## config.mk

```make
export PLATFORM = sky130hd
export DESIGN_NAME = m68k_bus_responder
export DESIGN_NICKNAME = d
export VERILOG_FILES = /design/src/rtl/m68k_bus_responder.sv
export SDC_FILE = /design/constraint.sdc
export NUM_CORES = 1
export LEC_CHECK = 0
export ABC_AREA = 1
export CORE_MARGIN = 5
export CORE_UTILIZATION = 30
export CTS_BUF_LIST = sky130_fd_sc_hd__clkbuf_2
export CTS_CLUSTER_DIAMETER = 50
export DETAILED_ROUTE_END_ITERATION = 8
export GPL_ROUTABILITY_DRIVEN = 0
export PLACE_DENSITY = 0.64
export SLEW_MARGIN = 10
export SYNTH_ARGS = -nofsm -noshare
export SYNTH_HDL_FRONTEND = slang
export SYNTH_SLANG_ARGS = --single-unit
```

## constraint.sdc

```tcl
create_clock -name CLK -period 1.6 [get_ports CLK]
set_input_delay 0.32 -clock CLK [delete_from_list [all_inputs] [get_ports CLK]]
set_output_delay 0.32 -clock CLK [all_outputs]
set_load 0.01 [all_outputs]
```

## src/rtl/m68k_bus_responder.sv

```systemverilog
// m68k_bus_responder: 68000-style bus target serving a 4-word register window.
// Optional M68K_RESP_BERR_EN adds nBERR; index-0 writes then end in a bus error.
module m68k_bus_responder #(
    parameter logic [23:1] BASE_ADDR   = 23'h7FFFFC,
    parameter int unsigned WAIT_STATES = 2,
    parameter logic [15:0] ID_VALUE    = 16'hA516,
    parameter logic [15:0] REG_RESET   = 16'h0000
) (
    input  logic        CLK,
    input  logic        nRESET,
    input  logic        nAS,
    input  logic        nUDS,
    input  logic        nLDS,
    input  logic        RnW,
    input  logic [23:1] A,
    input  logic [15:0] D_IN,
    output logic [15:0] D_OUT,
    output logic        D_OE,
    output logic        nDTACK,
    output logic [47:0] CTRL_OUT,
    output logic        WR_STROBE,
    output logic [1:0]  WR_INDEX
`ifdef M68K_RESP_BERR_EN
    ,
    output logic        nBERR
`endif
);

    typedef enum logic [1:0] {S_IDLE, S_WAIT, S_ACK, S_MISS} state_t;

    logic [1:0]  as_q, uds_q, lds_q;
    logic        as_s, uds_s, lds_s;
    state_t      state_q;
    logic [3:0]  cnt_q;
    logic [1:0]  idx_q, lane_q;
    logic        rnw_q;
    logic [15:0] reg1_q, reg2_q, reg3_q, dout_q;
    logic        dtack_q, oe_q, wstb_q;
    logic [1:0]  widx_q;
`ifdef M68K_RESP_BERR_EN
    logic        berr_q;
`endif

    logic        dec, hit, enter_ack, berr_hit;
    logic [1:0]  acc_idx, acc_lane;
    logic        acc_rnw;
    logic [15:0] rd_data;

    function automatic logic [15:0] merge(input logic [15:0] old,
                                          input logic [15:0] d,
                                          input logic [1:0]  ln);
        merge = {ln[1] ? d[15:8] : old[15:8],
                 ln[0] ? d[7:0]  : old[7:0]};
    endfunction

    // Two-flop synchronizers for the asynchronous bus strobes.
    always_ff @(posedge CLK or negedge nRESET) begin
        if (!nRESET) begin
            as_q  <= 2'b11;
            uds_q <= 2'b11;
            lds_q <= 2'b11;
        end else begin
            as_q  <= {as_q[0], nAS};
            uds_q <= {uds_q[0], nUDS};
            lds_q <= {lds_q[0], nLDS};
        end
    end

    assign as_s  = as_q[1];
    assign uds_s = uds_q[1];
    assign lds_s = lds_q[1];

    assign dec = (state_q == S_IDLE) && !as_s && (!uds_s || !lds_s);
    assign hit = (A[23:3] == BASE_ADDR[23:3]);

    assign enter_ack = (dec && hit && (WAIT_STATES == 0))
                    || ((state_q == S_WAIT) && !as_s && (cnt_q <= 4'd1));

    // Access attributes: live bus at decode, latched copy while waiting.
    always_comb begin
        if (state_q == S_IDLE) begin
            acc_idx  = A[2:1];
            acc_rnw  = RnW;
            acc_lane = {~uds_s, ~lds_s};
        end else begin
            acc_idx  = idx_q;
            acc_rnw  = rnw_q;
            acc_lane = lane_q;
        end
    end

    // Read mux; index 0 is the fixed identification word.
    always_comb begin
        case (acc_idx)
            2'd1:    rd_data = reg1_q;
            2'd2:    rd_data = reg2_q;
            2'd3:    rd_data = reg3_q;
            default: rd_data = ID_VALUE;
        endcase
    end

`ifdef M68K_RESP_BERR_EN
    assign berr_hit = ~acc_rnw & (acc_idx == 2'd0);
`else
    assign berr_hit = 1'b0;
`endif

    // Bus cycle FSM with registered bus outputs and register file.
    always_ff @(posedge CLK or negedge nRESET) begin
        if (!nRESET) begin
            state_q <= S_IDLE;
            cnt_q   <= 4'd0;
            idx_q   <= 2'd0;
            lane_q  <= 2'd0;
            rnw_q   <= 1'b1;
            reg1_q  <= REG_RESET;
            reg2_q  <= REG_RESET;
            reg3_q  <= REG_RESET;
            dout_q  <= 16'h0000;
            dtack_q <= 1'b1;
            oe_q    <= 1'b0;
            wstb_q  <= 1'b0;
            widx_q  <= 2'd0;
`ifdef M68K_RESP_BERR_EN
            berr_q  <= 1'b1;
`endif
        end else begin
            wstb_q <= 1'b0;
            case (state_q)
                S_IDLE: begin
                    if (dec) begin
                        idx_q  <= A[2:1];
                        rnw_q  <= RnW;
                        lane_q <= {~uds_s, ~lds_s};
                        cnt_q  <= 4'(WAIT_STATES);
                        if (!hit) begin
                            state_q <= S_MISS;
                        end else if (WAIT_STATES == 0) begin
                            state_q <= S_ACK;
                        end else begin
                            state_q <= S_WAIT;
                        end
                    end
                end
                S_WAIT: begin
                    if (as_s) begin
                        state_q <= S_IDLE;
                    end else if (cnt_q <= 4'd1) begin
                        state_q <= S_ACK;
                    end else begin
                        cnt_q <= cnt_q - 4'd1;
                    end
                end
                S_ACK: begin
                    if (as_s) begin
                        state_q <= S_IDLE;
                        dtack_q <= 1'b1;
                        oe_q    <= 1'b0;
`ifdef M68K_RESP_BERR_EN
                        berr_q  <= 1'b1;
`endif
                    end
                end
                S_MISS: begin
                    if (as_s) begin
                        state_q <= S_IDLE;
                    end
                end
                default: state_q <= S_IDLE;
            endcase

            if (enter_ack) begin
                if (berr_hit) begin
`ifdef M68K_RESP_BERR_EN
                    berr_q <= 1'b0;
`endif
                end else begin
                    dtack_q <= 1'b0;
                    if (acc_rnw) begin
                        dout_q <= rd_data;
                        oe_q   <= 1'b1;
                    end else begin
                        wstb_q <= 1'b1;
                        widx_q <= acc_idx;
                        case (acc_idx)
                            2'd1: reg1_q <= merge(reg1_q, D_IN, acc_lane);
                            2'd2: reg2_q <= merge(reg2_q, D_IN, acc_lane);
                            2'd3: reg3_q <= merge(reg3_q, D_IN, acc_lane);
                            default: ;
                        endcase
                    end
                end
            end
        end
    end

    assign D_OUT     = dout_q;
    assign D_OE      = oe_q;
    assign nDTACK    = dtack_q;
    assign CTRL_OUT  = {reg3_q, reg2_q, reg1_q};
    assign WR_STROBE = wstb_q;
    assign WR_INDEX  = widx_q;
`ifdef M68K_RESP_BERR_EN
    assign nBERR     = berr_q;
`endif

endmodule

```

==> results.sh, run 1 <==
export IMPL_status="finished, violations left"
export IMPL_violations="negative setup slack"
export IMPL_die_h_microns=126.8
export IMPL_ys_seq_area_frac=0.5284
export IMPL_layout_common_cells="200 x nand2_1, 111 x buf_4, 76 x dfrtp_1"
export IMPL_rsz0062_at_grt="true"
export IMPL_report_final_slew_viol_count=0
export IMPL_ff2ff_setup_slack_ns=-0.08
export IMPL_setup_viol=46
export IMPL_postRouteAntennaNets=0
export IMPL_die_area_sq_um=16070
export IMPL_grt_overflow_total=0
export IMPL_min_path_cells=1
export IMPL_path_delay_family="simple AND/OR/NAND/NOR gates"
export IMPL_cp_end_kind="flop"
export IMPL_layout_commonest_cell="nand2_1"
export IMPL_synth_area_top_cells="dfrtp_1 48%, nand2_1 22%, nand3_1 7.2%"
export IMPL_coreArea_sq_um=13300
export IMPL_ios=114
export IMPL_r2r_cells=10
export IMPL_netlist_area_sq_um=4091
export IMPL_num_nets_final=784
export IMPL_skew_ns=0.05028
export IMPL_cts_sinks=86
export IMPL_clkLatencyLatePin_ns=0.55
export IMPL_worstPathArrival_ns=2.12
export IMPL_ys_warn_count=0
export IMPL_antenna_found_initial=1
export IMPL_grt_pass1_vias=4312
export IMPL_die_w_microns=126.8
export IMPL_fin_crit_sh=1.051
export IMPL_cts_buffers=9
export IMPL_vdd_ir_drop_max_uv=450.0
export IMPL_grt_pass1_wl_mm=21.88
export IMPL_p_per_area_nw_per_um2=1185
export IMPL_critPathLaunchType="flop"
export IMPL_worst_path_largest_cell_delay_ns=0.47
export IMPL_drc=0
export IMPL_fill_cells=1265
export IMPL_crit_top_cell="nand2_1"
export IMPL_fin_util=0.4900
export IMPL_dp_hpwl_mm=9.188
export IMPL_power_mw=7.719
export IMPL_crit_fanout=8
export IMPL_drive_gt1_frac=0.3922
export IMPL_cts_max_level=3
export IMPL_seq_area_sq_um=2165
export IMPL_wl_mm=13.69
export IMPL_drtIter0Drc=332
export IMPL_worst_path_stages=10
export IMPL_grt_max_degree=53
export IMPL_vias=4330
export IMPL_syn_to_final_growth_pct=59.24
export IMPL_ys_ff_latch=86
export IMPL_min_path_type="in2reg"
export IMPL_avgRoutedWirePerCell_microns=14.89
export IMPL_tightest_slew_ns=0.3878
export IMPL_synth_top_cell_by_area="dfrtp_1"
export IMPL_path_cells="inv_2, ha_4, nor2_2, nor2_4, nand2_4, nor2_8, buf_4, nand3_4, nand2_1, nand2_1"
export IMPL_placementRows=42
export IMPL_fin_ws_ns=-0.08202
export IMPL_maxSlewHeadroom=0.7405
export IMPL_clk_pin_slew_ns=0.22
export IMPL_critical_path_required_ns=2.04
export IMPL_max_freq_mhz=594.5
export IMPL_clockBufferDepth=2
export IMPL_avgSynthCellArea_sq_um=8.216
export IMPL_avgViaCountPerCell=4.712
export IMPL_root_buffer="clkbuf_2"
export IMPL_cp_slowest_cell="dfrtp_1"
export IMPL_grt_usage=0.1691
export IMPL_place_ws_ns=-0.3094
export IMPL_maxCapViolations=0
export IMPL_synthCells=498
export IMPL_synth_nets=545
export IMPL_path_class="reg2reg"
export IMPL_hold_slack_ns=0.1787
export IMPL_hold_violations=0
export IMPL_yosys_area_top_type_share=0.4771
export IMPL_dr_pass1_iters=5
export IMPL_leakage_nw=3.609
export IMPL_initial_utilization=0.3077
export IMPL_period_minus_slack_ns=1.682
export IMPL_multi_input_area_sq_um=2047
export IMPL_tritoncts="done"
export IMPL_critical_path_buf_inv_count=2
export IMPL_io_buffers=113
export IMPL_synth_cell_type_count=25
[power by group]
part	internal, mW	total (mW)	switching, mW	leakage (nW)
sequential	2.58	2.87	0.294	1.14
clock	0.361	1.13	0.764	0.0636
combinational	1.71	3.72	2.01	2.40
total	4.65	7.72	3.07	3.61
[worst paths after layout]
check,startpoint,endpoint
worst min-delay path,nAS,as_q[0]
worst max register to register,cnt_q[0],reg1_q[2]
worst min register to register,as_q[0],as_q[1]
min in group asynchronous,nRESET,reg3_q[7]
max in group asynchronous,nRESET,nDTACK
worst max-delay path,cnt_q[0],reg1_q[2]
[cell usage after synthesis]
master,count
nand2_1,238
dfrtp_1,78
nand3_1,59
nor2_1,36
inv_1,15
o21ai_0,12
dfstp_2,8
nor2_8,7
buf_2,6
nand3_2,6
buf_4,5
inv_2,5
nor2_4,3
a21oi_1,2
ha_1,2
nand2_2,2
nand2_4,2
nand4_1,2
nor2_2,2
o21ai_2,2
xor2_1,2
a22oi_1,1
clkbuf_1,1
nand2_8,1
o31ai_1,1
[cell type report]
| type | instances | share of cell area |
|---|---|---|
| flip-flops and latches | 86 | 0.3322 |
| well taps | 176 | 0.03380 |
| diodes | 1 | 0.0003841 |
| multi-input cells | 381 | 0.3142 |
| repair buffers | 239 | 0.2892 |
| clock buffers | 10 | 0.007682 |
| inverters | 20 | 0.01306 |
| clock inverters | 6 | 0.009410 |
[cell families (layout without fill, tap and decap cells)]
kind of cell	after synthesis	after routing	share of synthesized area
compound gates	18	18	0.02508
buf+inv	32	275	0.03578
xor+xnor	2	2	0.004282
simple gates	358	359	0.4003
other cells	0	1	0
fa+ha+maj	2	2	0.006115
flops	86	86	0.5284
[sequential cells by signal, summed over array words and instances (netlist names)]
register and count:
WR_STROBE 1, D_OE 1, as_q 2, lds_q 2, idx_q 2, state_q 2
uds_q 2, reg3_q 16, rnw_q 1, WR_INDEX 2, reg2_q 16, D_OUT 16
nDTACK 1, cnt_q 4, reg1_q 16, lane_q 2
[metrics by stage]
step	std cells	TNS, ns	instance area, sq um
finish	919	-1.449	6515
global route	919	-6.273	6515
CTS	898	-2.036	6519
detailed placement	810	-15.60	5682
global placement	810	-13.83	5682
floorplan	498	0	4091
[per-layer routing]
metal | vias up | routed length [microns] | GRT usage
met2 | 160 | 6850 | 0.2867
li1 | 2051 | - | -
met5 | - | 0 | 0
met3 | 34 | 824 | 0.03615
met1 | 2085 | 5616 | 0.2114
met4 | 0 | 394 | 0.06435
[timing repair]
action	CTS	global route
gates resized for setup	186	116
endpoints found under the hold margin	84	0
hold buffers	1	0
buffers inserted	70	22
endpoints found under the setup margin	136	145
gates cloned	1	0
pin swaps	28	25
Note: power is estimated with default switching activity, not from simulation.
==> run 2: changes to the inputs <==
TNS_END_PERCENT = 1   (was default)
==> run 2 against run 1 <==
  * The flow still finishes with violations (negative setup slack)
  * Combinational power down 11%
  * Power down 5.4%
  * Sequential power about the same
  * Via count down 4.6%
  * Setup slack worse by 0.040 ns
  * Sequential cell count unchanged
  * Clock skew down 0.0074 ns
  * Largest cell class unchanged
  * Largest power group unchanged
==> results.sh, run 2 (synthesis results as in run 1) <==
export IMPL_fin_ws_ns=-0.1218
export IMPL_drc=0
export IMPL_setup_viol=49
export IMPL_dr_pass1_iters=5
export IMPL_tightest_slew_ns=0.3595
export IMPL_grt_pass1_wl_mm=21.18
export IMPL_cts_sinks=86
export IMPL_maxSlewHeadroom=0.7595
export IMPL_path_class="reg2reg"
export IMPL_fill_cells=1314
export IMPL_vdd_ir_drop_max_uv=412.9
export IMPL_grt_overflow_total=0
export IMPL_num_nets_final=750
export IMPL_postRouteAntennaNets=0
export IMPL_report_final_slew_viol_count=0
export IMPL_r2r_cells=9
export IMPL_hold_violations=0
export IMPL_coreArea_sq_um=13300
export IMPL_die_h_microns=126.8
export IMPL_layout_common_cells="225 x nand2_1, 82 x buf_4, 76 x dfrtp_1"
export IMPL_stdcell_count=885
export IMPL_startpoint="cnt_q[0]"
export IMPL_ios=114
export IMPL_skew_ns=0.04286
export IMPL_rsz0062_at_grt="true"
export IMPL_r2r_end="reg2_q[10]"
export IMPL_wl_mm=13.17
export IMPL_clockBufferDepth=2
export IMPL_crit_fanout=8
export IMPL_die_w_microns=126.8
export IMPL_tns_ns=-2.424
export IMPL_clk_pin_slew_ns=0.22
export IMPL_hold_slack_ns=0.1660
export IMPL_worstPathArrival_ns=2.15
export IMPL_grt_pass1_vias=4165
export IMPL_dp_hpwl_mm=9.188
export IMPL_drtIter0Drc=285
export IMPL_avgRoutedWirePerCell_microns=14.88
export IMPL_maxCapViolations=0
export IMPL_max_freq_mhz=580.8
export IMPL_syn_to_final_growth_pct=50.06
export IMPL_leakage_nw=3.413
export IMPL_ff2ff_setup_slack_ns=-0.12
export IMPL_grt_usage=0.1636
export IMPL_grt_max_degree=53
export IMPL_critical_path_required_ns=2.03
export IMPL_placementRows=42
export IMPL_root_buffer="clkbuf_2"
export IMPL_io_buffers=113
export IMPL_period_minus_slack_ns=1.722
export IMPL_status="finished, violations left"
export IMPL_clkLatencyLatePin_ns=0.55
export IMPL_critPathLaunchType="flop"
export IMPL_violations="negative setup slack"
export IMPL_crit_end="reg2_q[10]"
export IMPL_p_per_area_nw_per_um2=1190
export IMPL_cts_max_level=3
export IMPL_power_mw=7.306
export IMPL_die_area_sq_um=16070
export IMPL_worstReg2RegStart="cnt_q[0]"
export IMPL_initial_utilization=0.3077
export IMPL_antenna_found_initial=1
export IMPL_min_path_type="in2reg"
export IMPL_cp_end_kind="flop"
export IMPL_vias=4129
export IMPL_avgViaCountPerCell=4.666
export IMPL_dp_cells=810
export IMPL_hp_start="nAS"
export IMPL_tritoncts="done"
export IMPL_layout_commonest_cell="nand2_1"
export IMPL_cts_buffers=9
export IMPL_fin_crit_sh=1.076
export IMPL_place_ws_ns=-0.3094
export IMPL_drive_gt1_frac=0.3220
run 2: cell count changes in the layout (fill, tap and decap cells not counted), sizes merged:
cell,delta
clkdlybuf4s15,-3
nand2,-1
buf,-33
clkbuf,+3
run 2: report_power, final:
| group | switching (mW) | internal [mW] |
|---|---|---|
| Clock | 0.762 | 0.361 |
| Sequential | 0.293 | 2.58 |
| Combinational | 1.87 | 1.44 |
run 2: layer usage:
layer | vias up | global-route usage | share of wire
met1 | 1972 | 0.2062 | 0.42
met2 | 148 | 0.2783 | 0.50
met5 | - | 0 | 0
met3 | 24 | 0.03153 | 0.059
li1 | 1985 | - | -
met4 | 0 | 0.06120 | 0.024
run 2: repair_timing:
action                     4_1_cts  5_1_grt
setup endpoints to repair      136      139
setup buffers                   50        7
hold endpoints to repair        84        0
gates resized for setup        153      111
hold buffers                     1        0
pin swaps                        7       17
run 2: worst max-delay path: stages, from the launching register on:
cell,delay (ns)
dfrtp_1,0.47
inv_2,0.10
ha_4,0.14
nor2_4,0.04
nor2_4,0.14
nand2_4,0.11
nor2_8,0.26
nand3_4,0.20
nand2_1,0.11
nand2_1,0.05
run 2: through the flow:
stage | area, sq um | util
finish | 6140 | 0.4618
global route | 6140 | 0.4618
CTS | 6233 | 0.4689
detailed placement | 5682 | 0.4273
global placement | 5682 | 0.4273
floorplan | 4091 | -
run 2: area by class of cell:
| cell class | count | area [sq um] | share of cell area |
|---|---|---|---|
| flip-flops and latches | 86 | 2165 | 0.3526 |
| multi-input cells | 380 | 1952 | 0.3179 |
| repair buffers | 206 | 1607 | 0.2617 |
| well taps | 176 | 220.2 | 0.03587 |
| inverters | 20 | 82.58 | 0.01345 |
| clock inverters | 6 | 61.31 | 0.009986 |
| clock buffers | 10 | 50.05 | 0.008152 |
| diodes | 1 | 2.502 | 0.0004076 |
run 2: worst min path at each step:
| stage | to | slack, ns | depth (start not counted) |
|---|---|---|---|
| floorplan | D_OE | 0.02 | 0 |
| CTS | as_q[0] | 0.13 | 1 |
| global route | as_q[0] | 0.12 | 1 |
| global placement | D_OUT[4] | 0.31 | 2 |
| finish | as_q[0] | 0.17 | 1 |
| detailed placement | reg1_q[2] | 0.31 | 2 |
